===== src/rtl/rep_link_pkg.sv =====
// Shared definitions for the repetition-coded serial bit link.
// Used by the transmit encoder (rep3_serial_encoder) and by the
// majority-vote receiver on the other end of the channel.
//   link_state_e : IDLE / SEND frame states
//   DEF_DATA_W   : default word width
//   DEF_REP      : default number of copies per data bit (odd)
//   cnt_width()  : counter width for a counter spanning n values (min 1)
package rep_link_pkg;

  typedef enum logic [0:0] {
    ST_IDLE = 1'b0,
    ST_SEND = 1'b1
  } link_state_e;

  localparam int DEF_DATA_W = 8;
  localparam int DEF_REP    = 3;

  function automatic int cnt_width(input int n_values);
    return (n_values <= 1) ? 1 : $clog2(n_values);
  endfunction

endpackage


===== src/rtl/mod_counter.sv =====
// Modulo counter, 0..MAX, with synchronous clear.
// Ports:
//   clk, rst_n : clock, synchronous active-low reset
//   clr        : force count to 0 (wins over inc)
//   inc        : advance by one; MAX rolls back to 0
//   count      : current value
//   at_max     : count == MAX
module mod_counter
  import rep_link_pkg::*;
#(
  parameter int MAX = 1,
  localparam int W  = cnt_width(MAX + 1)
) (
  input  logic         clk,
  input  logic         rst_n,
  input  logic         clr,
  input  logic         inc,
  output logic [W-1:0] count,
  output logic         at_max
);

  localparam logic [W-1:0] MAX_V = W'(MAX);

  logic [W-1:0] r_count;

  always_ff @(posedge clk) begin
    if (!rst_n) begin
      r_count <= '0;
    end else if (clr) begin
      r_count <= '0;
    end else if (inc) begin
      r_count <= at_max ? '0 : r_count + 1'b1;
    end
  end

  assign count  = r_count;
  assign at_max = (r_count == MAX_V);

endmodule


===== src/rtl/rep3_serial_encoder.sv =====
// Transmit side of the repetition-coded bit link. Accepts a DATA_W-bit
// word over a valid/ready handshake and sends it MSB-first, each bit
// repeated REP times, over a valid/ready serial channel with a frame-end
// marker on the final copy of the final bit.
//
// state | meaning
// ------+---------------------------------------------------------
// IDLE  | waiting for a word; in_ready high, no serial output
// SEND  | shifting out the held word; tx_valid/busy high
//
// Ports:
//   clk, rst_n          : clock, synchronous active-low reset
//   in_valid/in_ready   : word handshake, in_data sampled on accept
//   tx_valid/tx_ready   : serial handshake for tx_bit
//   tx_last             : final transfer of the frame
//   busy                : frame in progress
module rep3_serial_encoder
  import rep_link_pkg::*;
#(
  parameter int DATA_W = DEF_DATA_W,
  parameter int REP    = DEF_REP
) (
  input  logic              clk,
  input  logic              rst_n,
  input  logic              in_valid,
  output logic              in_ready,
  input  logic [DATA_W-1:0] in_data,
  output logic              tx_valid,
  input  logic              tx_ready,
  output logic              tx_bit,
  output logic              tx_last,
  output logic              busy
);

  localparam int REP_W = cnt_width(REP);
  localparam int BIT_W = cnt_width(DATA_W);
  localparam logic [REP_W-1:0] REP_LAST = REP_W'(REP - 1);
  localparam logic [BIT_W-1:0] BIT_LAST = BIT_W'(DATA_W - 1);

  link_state_e       r_state;
  link_state_e       w_state_nxt;
  logic [DATA_W-1:0] r_shift;
  logic [REP_W-1:0]  w_rep_cnt;
  logic [BIT_W-1:0]  w_bit_cnt;
  logic              w_rep_at_max;
  logic              w_bit_at_max;
  logic              w_send;
  logic              w_accept;
  logic              w_xfer;
  logic              w_last;
  logic              w_cnt_clr;

  assign w_send    = (r_state == ST_SEND);
  assign w_accept  = in_valid & ~w_send;
  assign w_xfer    = w_send & tx_ready;
  // Decoded from registers only, so tx_last never sees tx_ready.
  assign w_last    = w_send && (w_rep_cnt == REP_LAST) && (w_bit_cnt == BIT_LAST);
  assign w_cnt_clr = w_accept | (w_xfer & w_last);

  mod_counter #(.MAX(REP - 1)) u_rep_cnt (
    .clk    (clk),
    .rst_n  (rst_n),
    .clr    (w_cnt_clr),
    .inc    (w_xfer),
    .count  (w_rep_cnt),
    .at_max (w_rep_at_max)
  );

  // Bit index advances once the last copy of the current bit is taken.
  mod_counter #(.MAX(DATA_W - 1)) u_bit_cnt (
    .clk    (clk),
    .rst_n  (rst_n),
    .clr    (w_cnt_clr),
    .inc    (w_xfer & w_rep_at_max),
    .count  (w_bit_cnt),
    .at_max (w_bit_at_max)
  );

  always_ff @(posedge clk) begin
    if (!rst_n) begin
      r_state <= ST_IDLE;
    end else begin
      r_state <= w_state_nxt;
    end
  end

  always_comb begin
    w_state_nxt = r_state;
    in_ready    = 1'b1;
    tx_valid    = 1'b0;
    busy        = 1'b0;
    case (r_state)
      ST_IDLE: begin
        if (in_valid) w_state_nxt = ST_SEND;
      end
      ST_SEND: begin
        in_ready = 1'b0;
        tx_valid = 1'b1;
        busy     = 1'b1;
        if (tx_ready && w_rep_at_max && w_bit_at_max) w_state_nxt = ST_IDLE;
      end
      default: w_state_nxt = ST_IDLE;
    endcase
  end

  assign tx_bit  = w_send & r_shift[DATA_W-1];
  assign tx_last = w_last;

  always_ff @(posedge clk) begin
    if (!rst_n) begin
      r_shift <= '0;
    end else if (w_accept) begin
      r_shift <= in_data;
    end else if (w_xfer && w_rep_at_max) begin
      r_shift <= r_shift << 1;
    end
  end

endmodule


===== config.mk =====
export PLATFORM = sky130hd
export DESIGN_NAME = rep3_serial_encoder
export DESIGN_NICKNAME = d
export VERILOG_FILES = /design/src/rtl/rep_link_pkg.sv /design/src/rtl/mod_counter.sv /design/src/rtl/rep3_serial_encoder.sv
export SDC_FILE = /design/constraint.sdc
export NUM_CORES = 1
export LEC_CHECK = 0
export CAP_MARGIN = 20
export CORE_AREA = 10 10 57 59
export CTS_CLUSTER_SIZE = 10
export DETAILED_ROUTE_END_ITERATION = 10
export DIE_AREA = 0 0 67 69
export GPL_TIMING_DRIVEN = 0
export PLACE_DENSITY_LB_ADDON = 0.15
export SETUP_SLACK_MARGIN = 0.3
export SLEW_MARGIN = 30
export SYNTH_ARGS = -nofsm -noshare
export SYNTH_HDL_FRONTEND = slang
export SYNTH_SLANG_ARGS = --single-unit

===== constraint.sdc =====
create_clock -name clk -period 1.95 [get_ports clk]
set_clock_uncertainty 0.2 [all_clocks]
set_input_delay 0.585 -clock clk [delete_from_list [all_inputs] [get_ports clk]]
set_output_delay 0.585 -clock clk [all_outputs]
set_load 0.005 [all_outputs]

== After elaboration in Yosys (flattened, before gate mapping) ==
Index checks and enable logic that the tools add are counted.

* Register bits after elaboration: 14
* Output and inout port bits: 5
* Word-level logic and storage cells: 32
* Input port bits: 12

* Muxes and demuxes: 9
* Bitwise logic cells: 8
* Add/sub/neg operators: 2
* Reductions and logical operators: 7
* Equal/unequal tests: 2

{| class="wikitable"
|+ Operator list
! kind !! count
|-
| $mux 8 || 2
|-
| $and 1x1->1 || 5
|-
| $logic_and 1x1->1 || 5
|-
| $mux 1 || 4
|-
| $add 3x1->3 const B || 1
|-
| $eq 3x3->1 const B || 1
|-
| $mux 3 || 1
|-
| $add 2x1->2 const B || 1
|-
| $eq 2x2->1 const B || 1
|-
| $mux 2 || 1
|-
| $not 1->1 || 2
|-
| $pmux 1 s2 || 1
|-
| $reduce_bool 2->1 || 1
|-
| $reduce_or 2->1 || 1
|-
| $or 1x1->1 || 1
|}

== Longest topological paths before layout ==
Gate-level depths: netlist of the first run.

* Word-level depth: 6
* Depth in mapped cells: 5
* Depth with buffers taken out: 5

== Hierarchy ==
From an unflattened synthesis of the first run, not the netlist that was laid out.

* Cell total of the unflattened synthesis: 77
* Area, all modules: 669.4 µm²

{| class="wikitable"
|+ By module, submodules not included
! module !! cells each !! area an instance (µm²) !! sequential area each (µm²) !! times used
|-
| rep3_serial_encoder || 53 || 426.7 || 180.2 || 1
|-
| mod_counter at u_bit_cnt || 14 || 147.6 || 60.1 || 1
|-
| mod_counter at u_rep_cnt || 10 || 95.1 || 40.0 || 1
|}

== Least setup slack after synthesis of the first run ==
OpenSTA, ideal clock, no wires.

* Path type: register to output
* Start point: register u_bit_cnt.r_count[0], in the netlist u_bit_cnt.count[0]
* End point: output tx_last
* Required time: 1.165 ns
* Arrival time: 0.857 ns
* Cell stages (with the launch flop): 4
* Path slack: 0.308 ns
* Path buffers: 0
* Path through: dfxtp_1 ha_1 ha_1 and4b_1

* Word-level cells in the longest chain between the ends: 2

{| class="wikitable"
|+ RTL lines
! element !! RTL line !! source
|-
| from (decl) || mod_counter.sv:24 || <nowiki>logic [W-1:0] r_count;</nowiki>
|-
| from (signal assigned) || mod_counter.sv:32 || <nowiki>r_count <= at_max ? '0 : r_count + 1'b1;</nowiki>
|-
| $eq 3x3->1 || rep3_serial_encoder.sv:57 || <nowiki>assign w_last = w_send && (w_rep_cnt == REP_LAST) && (w_bit_cnt == BIT_LAST);</nowiki>
|-
| $logic_and 1x1->1 || rep3_serial_encoder.sv:57 ||
|-
| to (decl) || rep3_serial_encoder.sv:31 || <nowiki>output logic tx_last,</nowiki>
|}

Every way passes these cells.

== Final worst setup path of the first run ==
Same ends and word-level chain as after synthesis.

==> results of run 1 <==
==> area by class of cell <==
type,instances,area share [%]
clock buffers,3,2.222
plain buffers,3,2.963
repair buffers,27,25.43
multi-input cells,48,36.67
flip-flops and latches,14,28.27
inverters,2,0.9877
well taps,28,3.457
==> final timing paths <==
path / start / slack, ps / cells past startpoint / to
min: r_shift[0]$_SDFFE_PN0P_ / 290 / 2 / r_shift[0]$_SDFFE_PN0P_
min reg2reg: r_shift[0]$_SDFFE_PN0P_ / 290 / 2 / r_shift[0]$_SDFFE_PN0P_
max: u_bit_cnt.count[0]$_SDFFE_PP0P_ / -70 / 4 / tx_last
max reg2reg: u_bit_cnt.count[0]$_SDFFE_PP0P_ / 150 / 7 / u_bit_cnt.count[1]$_SDFFE_PP0P_
==> metrics by stage <==
step                utilization [%]  TNS (ps)  cells
floorplan                         -         0     67
global placement              38.21     -2463    111
detailed placement            38.21     -2569    111
CTS                           45.08    -75.04    123
global route                  47.18    -125.3    125
finish                        47.18    -65.91    125
==> registers in the layout, summed over array words and instances, names as in the netlist <==
name and count:
r_state 1, u_rep_cnt.count 2, u_bit_cnt.count 3, r_shift 8
==> cells in the final DEF (no fill, tap or decap), types with 2 or more instances in the layout <==
master and count:
sky130_fd_sc_hd__buf_6 11, sky130_fd_sc_hd__dfxtp_1 11, sky130_fd_sc_hd__mux2i_1 9, sky130_fd_sc_hd__a21oi_1 9
sky130_fd_sc_hd__clkdlybuf4s50_1 9, sky130_fd_sc_hd__buf_4 6, sky130_fd_sc_hd__o21ai_0 6, sky130_fd_sc_hd__nand2_1 4
sky130_fd_sc_hd__nor2_1 3, sky130_fd_sc_hd__clkbuf_4 3, sky130_fd_sc_hd__nand4b_1 2, sky130_fd_sc_hd__o21ai_1 2
sky130_fd_sc_hd__a21oi_2 2, sky130_fd_sc_hd__ha_4 2, sky130_fd_sc_hd__buf_2 2, sky130_fd_sc_hd__dfxtp_2 2
==> timing repair <==
action	CTS	global route
cloned	1	0
pin swaps	6	3
buffers inserted	8	2
setup endpoints to repair	18	15
resized for setup	43	8
==> synthesized netlist by cell type <==
cell / count
sky130_fd_sc_hd__and2_1: 1
sky130_fd_sc_hd__nor2b_1: 1
sky130_fd_sc_hd__dfxtp_1: 14
sky130_fd_sc_hd__o21ai_1: 2
sky130_fd_sc_hd__nand2_1: 4
sky130_fd_sc_hd__o21ai_0: 6
sky130_fd_sc_hd__nand4b_1: 2
sky130_fd_sc_hd__buf_2: 1
sky130_fd_sc_hd__a211o_1: 1
sky130_fd_sc_hd__nand3_1: 1
sky130_fd_sc_hd__nor2_1: 4
sky130_fd_sc_hd__ha_1: 2
sky130_fd_sc_hd__inv_1: 2
sky130_fd_sc_hd__buf_4: 2
sky130_fd_sc_hd__a21oi_1: 11
sky130_fd_sc_hd__and4b_1: 1
sky130_fd_sc_hd__or3b_1: 1
sky130_fd_sc_hd__mux2i_1: 9
sky130_fd_sc_hd__xor2_1: 1
sky130_fd_sc_hd__nand2b_1: 1
==> power breakdown <==
part / leakage [nW] / switching [W] / total (W) / internal, W
Combinational: 0.326 / 0.0000389 / 0.000102 / 0.0000633
Sequential: 0.116 / 0.00000881 / 0.000309 / 0.000300
Clock: 0.0138 / 0.0000843 / 0.000156 / 0.0000714
Total: 0.457 / 0.000132 / 0.000567 / 0.000435
==> cells by family (layout without fill, tap and decap cells) <==
family / Yosys count / in the layout / share of synthesized area (%)
mux: 9 / 9 / 14.40
fa+ha+maj: 2 / 2 / 3.999
xor+xnor: 1 / 1 / 1.400
buf+inv: 5 / 35 / 4.399
flops: 14 / 14 / 44.80
compound gates: 20 / 20 / 16.60
simple gates: 16 / 16 / 14.40
==> layer usage <==
metal	share of wire, %	routed length, microns	vias up	global-route usage, %
li1	-	-	299	-
met1	43	661	268	7.931
met2	52	790	13	12.66
met3	4.6	70	2	4.026
met4	0.52	8	0	1.357
met5	0	0	-	0
==> tightest hold or removal path, delay by kind of cell (launching register included) <==
| kind | cells | cell delay (ps) |
|---|---|---|
| DFF | 1 | 320 |
| AOI/OAI and AO/OA | 1 | 60 |
| and+or+nand+nor | 1 | 60 |
==> results.cfg, run 1 <==
[yosys]
yosysUniqueCellTypes = 20
synth.ff_latch_count = 14
synth_cells = 67
yosysWarningCount = 0
synth.top_cell.area_share_pct = 44.80
post-synth-top-area-cell = sky130_fd_sc_hd__dfxtp_1
syn_area_sq_um = 625.6
top_area_cells_in_the_synthesized_netlist = sky130_fd_sc_hd__dfxtp_1, sky130_fd_sc_hd__mux2i_1, sky130_fd_sc_hd__a21oi_1
synth-seq-area-share_pct = 44.80
mappedNetlistNets = 81
synth_area_per_cell_sq_um = 9.337

[placement]
pre_cts_ws_ps = -259.1
postPlaceCellArea_sq_um = 820.8
number_of_i_o_port_buffers = 16
dp_hpwl_microns = 1014
routability_driven_placement_congestion_ratio = 0.7000

[grt]
pin_count_of_the_biggest_net_entering_global_routing = 11
sum_of_overflow_across_all_layers_after_global_routing = 0
grt_pass1_vias = 605
grtUsageTotal_pct = 7.478
antenna_found_initial = 0
grt_first_pass_wirelength_microns = 2780

[status]
result_of_the_run = complete, but fails checks
violations_in_the_final_reports = setup timing

[cells_and_area]
nFillCells = 213
area_used_by_multi_input_combinational_logic_sq_um = 371.6
ff_latch_area_sq_um = 286.5
layout.nets = 113
stdcell_area_sq_mm = 0.001013
areaGrowthSynthToFinish_pct = 62.00
n_antenna_cell = 0
drive_above_1_share_pct = 35.05

[floorplan]
die_area_sq_mm = 0.004623
rows = 17
design.core.area_sq_mm = 0.002148
initial_core_util_pct = 29.12
die_outline_width_microns = 67
ioPinCount = 17
die_height_microns = 69

[critical_path]
arrival_ps = 1230
setup.worst_path.class = register to output port
critical-path-top-cell-by-count = sky130_fd_sc_hd__ha_4
worstSetupEndpointType = output port
critPathMaxFanout = 2
cp_cell_instances = ha_4 > ha_4 > and4b_1 > buf_2
worst_setup_path_start_kind = register
critPathBufInv = 1
critical-path-slowest-cell = sky130_fd_sc_hd__dfxtp_2
cp_data_required_time_ps = 1160
critPathMaxStageDelay_ps = 340
path_delay_family = flip-flops

[cts]
clock_insertion_delay_worst_skew_ps = 270
cts_hold_buf = 0
cts_max_level = 1
clk_path_buf_depth = 2
numClockSinks = 14
clk_pin_slew_ps = 80
numCtsBuffers = 3
clock_tree_from_tritoncts = yes
clk_root_buffer_cell = sky130_fd_sc_hd__clkbuf_4

[sta]
fmax_ghz = 0.4961
whs_ps = 286.0
worst-slew-pin-transition_ps = 252.4
relative_slew_slack_pct = 83.17
setup_repair_after_global_routing_missed_its_margin = yes
final_ws_setup_ps = -65.91
fin_crit_sh_pct = 103.4
final_hold_viol_count = 0
final_count_of_negative_setup_slack_endpoints = 1
slew_viol_final = 0
period_needed_ps = 2016

[detailed_routing]
number_of_nets_with_antenna_violations_after_routing = 0
route.detailed.vias_per_inst = 4.656
drt-initial-drc-count = 35
detail_route.wirelength_microns = 1531
drtPass1Iterations = 4
drc_viols = 0
via_count = 582
wl_per_cell_microns = 12.25

[power_and_ir_drop]
report.power.total_w = 0.0005671
p_leak_nw = 0.4565
worst_ir_drop_vdd_v = 0.0005263
cellPowerDensity_mw_per_mm2 = 559.6

[hold_path]
hold_class = register to register

[flow_run]
max_capacitance_violation_total = 0
No activity file was read; power rests on OpenSTA's default activity.
==> inputs of run 2 (changes only) <==
--- a/config.mk
+++ b/config.mk
@@ -6,10 +6,10 @@
 export NUM_CORES = 1
 export LEC_CHECK = 0
 export CAP_MARGIN = 20
-export CORE_AREA = 10 10 57 59
+export CORE_AREA = 10 10 49 51
 export CTS_CLUSTER_SIZE = 10
 export DETAILED_ROUTE_END_ITERATION = 10
-export DIE_AREA = 0 0 67 69
+export DIE_AREA = 0 0 59 61
 export GPL_TIMING_DRIVEN = 0
 export PLACE_DENSITY_LB_ADDON = 0.15
 export SETUP_SLACK_MARGIN = 0.3
==> results.cfg, run 2 (same netlist as run 1, synthesis figures left out) <==
[status]
result_of_the_run = complete, but fails checks
violations_in_the_final_reports = setup timing

[power_and_ir_drop]
p_leak_nw = 0.4598
netSwitchingPower_w = 0.0001380
worst_ir_drop_vdd_v = 0.0003539
cellPowerDensity_mw_per_mm2 = 570.1
p_int_w = 0.0004363
pwr-share-comb_pct = 18.3
p_seq_share_pct = 53.9
power_frac_clock_pct = 27.8
switching_share_pct = 24.03

[placement]
place.detailed.instances = 99
dp_hpwl_microns = 994.9
routability_driven_placement_congestion_ratio = 0.7208
number_of_i_o_port_buffers = 16

[floorplan]
die_area_sq_mm = 0.003599
design.core.area_sq_mm = 0.001471
initial_core_util_pct = 42.52
die_height_microns = 61
rows = 14
die_outline_width_microns = 59
ioPinCount = 17

[critical_path]
critical-path-top-cell-by-count = sky130_fd_sc_hd__ha_4
critPathBufInv = 1
setup.worst_path.class = register to output port
path_delay_family = flip-flops
cp_cell_instances = ha_4 > ha_4 > and4b_1 > buf_2
critPathMaxFanout = 2
timing.rr.start = u_bit_cnt.count[0]$_SDFFE_PP0P_
worst_setup_path_start_kind = register
critPathLaunch = u_bit_cnt.count[0]$_SDFFE_PP0P_
crit-reg2reg-capture = u_bit_cnt.count[1]$_SDFFE_PP0P_
worstSetupEndpointType = output port
regToRegSetupSlack_ps = 250
worst_r2r_path_cells = 6
cp.depth = 4
critPathMaxStageDelay_ps = 340
cp_data_required_time_ps = 1160
critPathCapture = tx_last
arrival_ps = 1230
critical-path-slowest-cell = sky130_fd_sc_hd__dfxtp_2

[cts]
clock_insertion_delay_worst_skew_ps = 280
numCtsBuffers = 3
clk_pin_slew_ps = 80
cts_hold_buf = 0
cts_max_level = 1
numClockSinks = 14
clk_path_buf_depth = 2
clock_tree_from_tritoncts = yes
clk_root_buffer_cell = sky130_fd_sc_hd__clkbuf_4

[cells_and_area]
largest_register_ffs = 8
layout.nets = 113
commonest_cells_after_routing_fill_and_taps_aside = sky130_fd_sc_hd__buf_6, sky130_fd_sc_hd__dfxtp_1, sky130_fd_sc_hd__mux2i_1, sky130_fd_sc_hd__a21oi_1, sky130_fd_sc_hd__clkdlybuf4s50_1
drive_above_1_share_pct = 37.11
final-instance-count-excl-fill = 113
register_with_the_most_flip_flops = r_shift
n_antenna_cell = 0
post-route-util_pct = 68.45
areaGrowthSynthToFinish_pct = 61.00

[sta]
slew_viol_final = 0
relative_slew_slack_pct = 82.43
setup_repair_after_global_routing_missed_its_margin = yes
period_needed_ps = 2020
fmax_ghz = 0.4951
final_hold_viol_count = 0
fin_crit_sh_pct = 103.6
worst-slew-pin-transition_ps = 262.2
final_count_of_negative_setup_slack_endpoints = 1
final_ws_setup_ps = -69.68

[grt]
antenna_found_initial = 0
sum_of_overflow_across_all_layers_after_global_routing = 0
grt_first_pass_wirelength_microns = 2539
grtUsageTotal_pct = 8.895
pin_count_of_the_biggest_net_entering_global_routing = 11
grt_pass1_vias = 555

[detailed_routing]
number_of_nets_with_antenna_violations_after_routing = 0
route.detailed.vias_per_inst = 5.106
via_count = 577
drtPass1Iterations = 4
detail_route.wirelength_microns = 1578
drc_viols = 0
wl_per_cell_microns = 13.96
drt-initial-drc-count = 7

[flow_run]
max_capacitance_violation_total = 0

[hold_path]
hold_class = register to register
[run 2: worst min-delay path by stage]
stage	slack, ps	end	start	depth (start not counted)
after CTS	280	r_shift[0]$_SDFFE_PN0P_	r_shift[0]$_SDFFE_PN0P_	2
after floorplan	240	u_bit_cnt.count[1]$_SDFFE_PP0P_	u_bit_cnt.count[1]$_SDFFE_PP0P_	2
after global placement	240	u_bit_cnt.count[1]$_SDFFE_PP0P_	u_bit_cnt.count[1]$_SDFFE_PP0P_	2
after global routing	300	u_bit_cnt.count[1]$_SDFFE_PP0P_	u_bit_cnt.count[1]$_SDFFE_PP0P_	2
after detailed placement	250	u_bit_cnt.count[1]$_SDFFE_PP0P_	u_bit_cnt.count[1]$_SDFFE_PP0P_	2
final	280	r_shift[0]$_SDFFE_PN0P_	r_shift[0]$_SDFFE_PN0P_	2
[run 2: final cells by class]
| cell class | count | area, sq um |
|---|---|---|
| Multi-Input combinational cell | 48 | 381.6 |
| Tap cell | 16 | 20.02 |
| Sequential cell | 14 | 286.5 |
| Buffer | 3 | 30.03 |
| Clock buffer | 3 | 22.52 |
| Fill cell | 117 | 464.2 |
| Inverter | 2 | 7.507 |
| Timing Repair Buffer | 27 | 259.0 |
[run 2: repair_timing]
item,in CTS,in global routing
gates resized for setup,46,10
buffers inserted,9,1
setup endpoints to repair,17,11
hold endpoints to repair,0,0
gates cloned,1,0
pin swaps,7,1
[run 2: tightest hold or removal path, stage by stage, from the launching register on]
cell	delay (ps)
sky130_fd_sc_hd__dfxtp_1	320
sky130_fd_sc_hd__nand3_1	60
sky130_fd_sc_hd__a21oi_1	60
[run 2: per-stage QoR]
stage	power (W)	TNS (ps)	hold slack [ps]	cell area (sq um)	worst slack [ps]
after floorplan	0.0003501	0	235.6	625.6	307.9
final	0.0005742	-69.68	278.4	1007	-69.68
after CTS	0.0005749	-69.25	281.6	967.2	-69.25
after global routing	0.0006058	-112.1	300.9	1007	-112.1
after global placement	0.0003923	-2122	241.9	805.8	-233.8
after detailed placement	0.0003940	-2200	251.3	805.8	-219.9
[run 2: metal layers]
| layer | track usage (%) | vias to the layer above | part of all wire (%) |
|---|---|---|---|
| li1 | - | 298 | - |
| met1 | 10.09 | 266 | 44 |
| met2 | 14.41 | 13 | 51 |
| met3 | 4.384 | 0 | 5.1 |
| met4 | 2.623 | 0 | 0 |
| met5 | 0 | - | 0 |
[run 2: power groups by stage]
| stage | clock network, W | logic (W) | registers (W) |
|---|---|---|---|
| floorplan | 0 | 0.0000346 | 0.000315 |
| global placement | 0 | 0.0000747 | 0.000318 |
| detailed placement | 0 | 0.0000761 | 0.000318 |
| CTS | 0.000168 | 0.0000979 | 0.000309 |
| global route | 0.000180 | 0.000114 | 0.000312 |
| finish | 0.000160 | 0.000105 | 0.000309 |
==> inputs of run 3 (changes only) <==
--- a/config.mk
+++ b/config.mk
@@ -7,7 +7,7 @@
 export LEC_CHECK = 0
 export CAP_MARGIN = 20
 export CORE_AREA = 10 10 49 51
-export CTS_CLUSTER_SIZE = 10
+export CTS_CLUSTER_SIZE = 16
 export DETAILED_ROUTE_END_ITERATION = 10
 export DIE_AREA = 0 0 59 61
 export GPL_TIMING_DRIVEN = 0
==> results of run 3 <==
Final layout, timing and power as in run 2 (identical DEF).
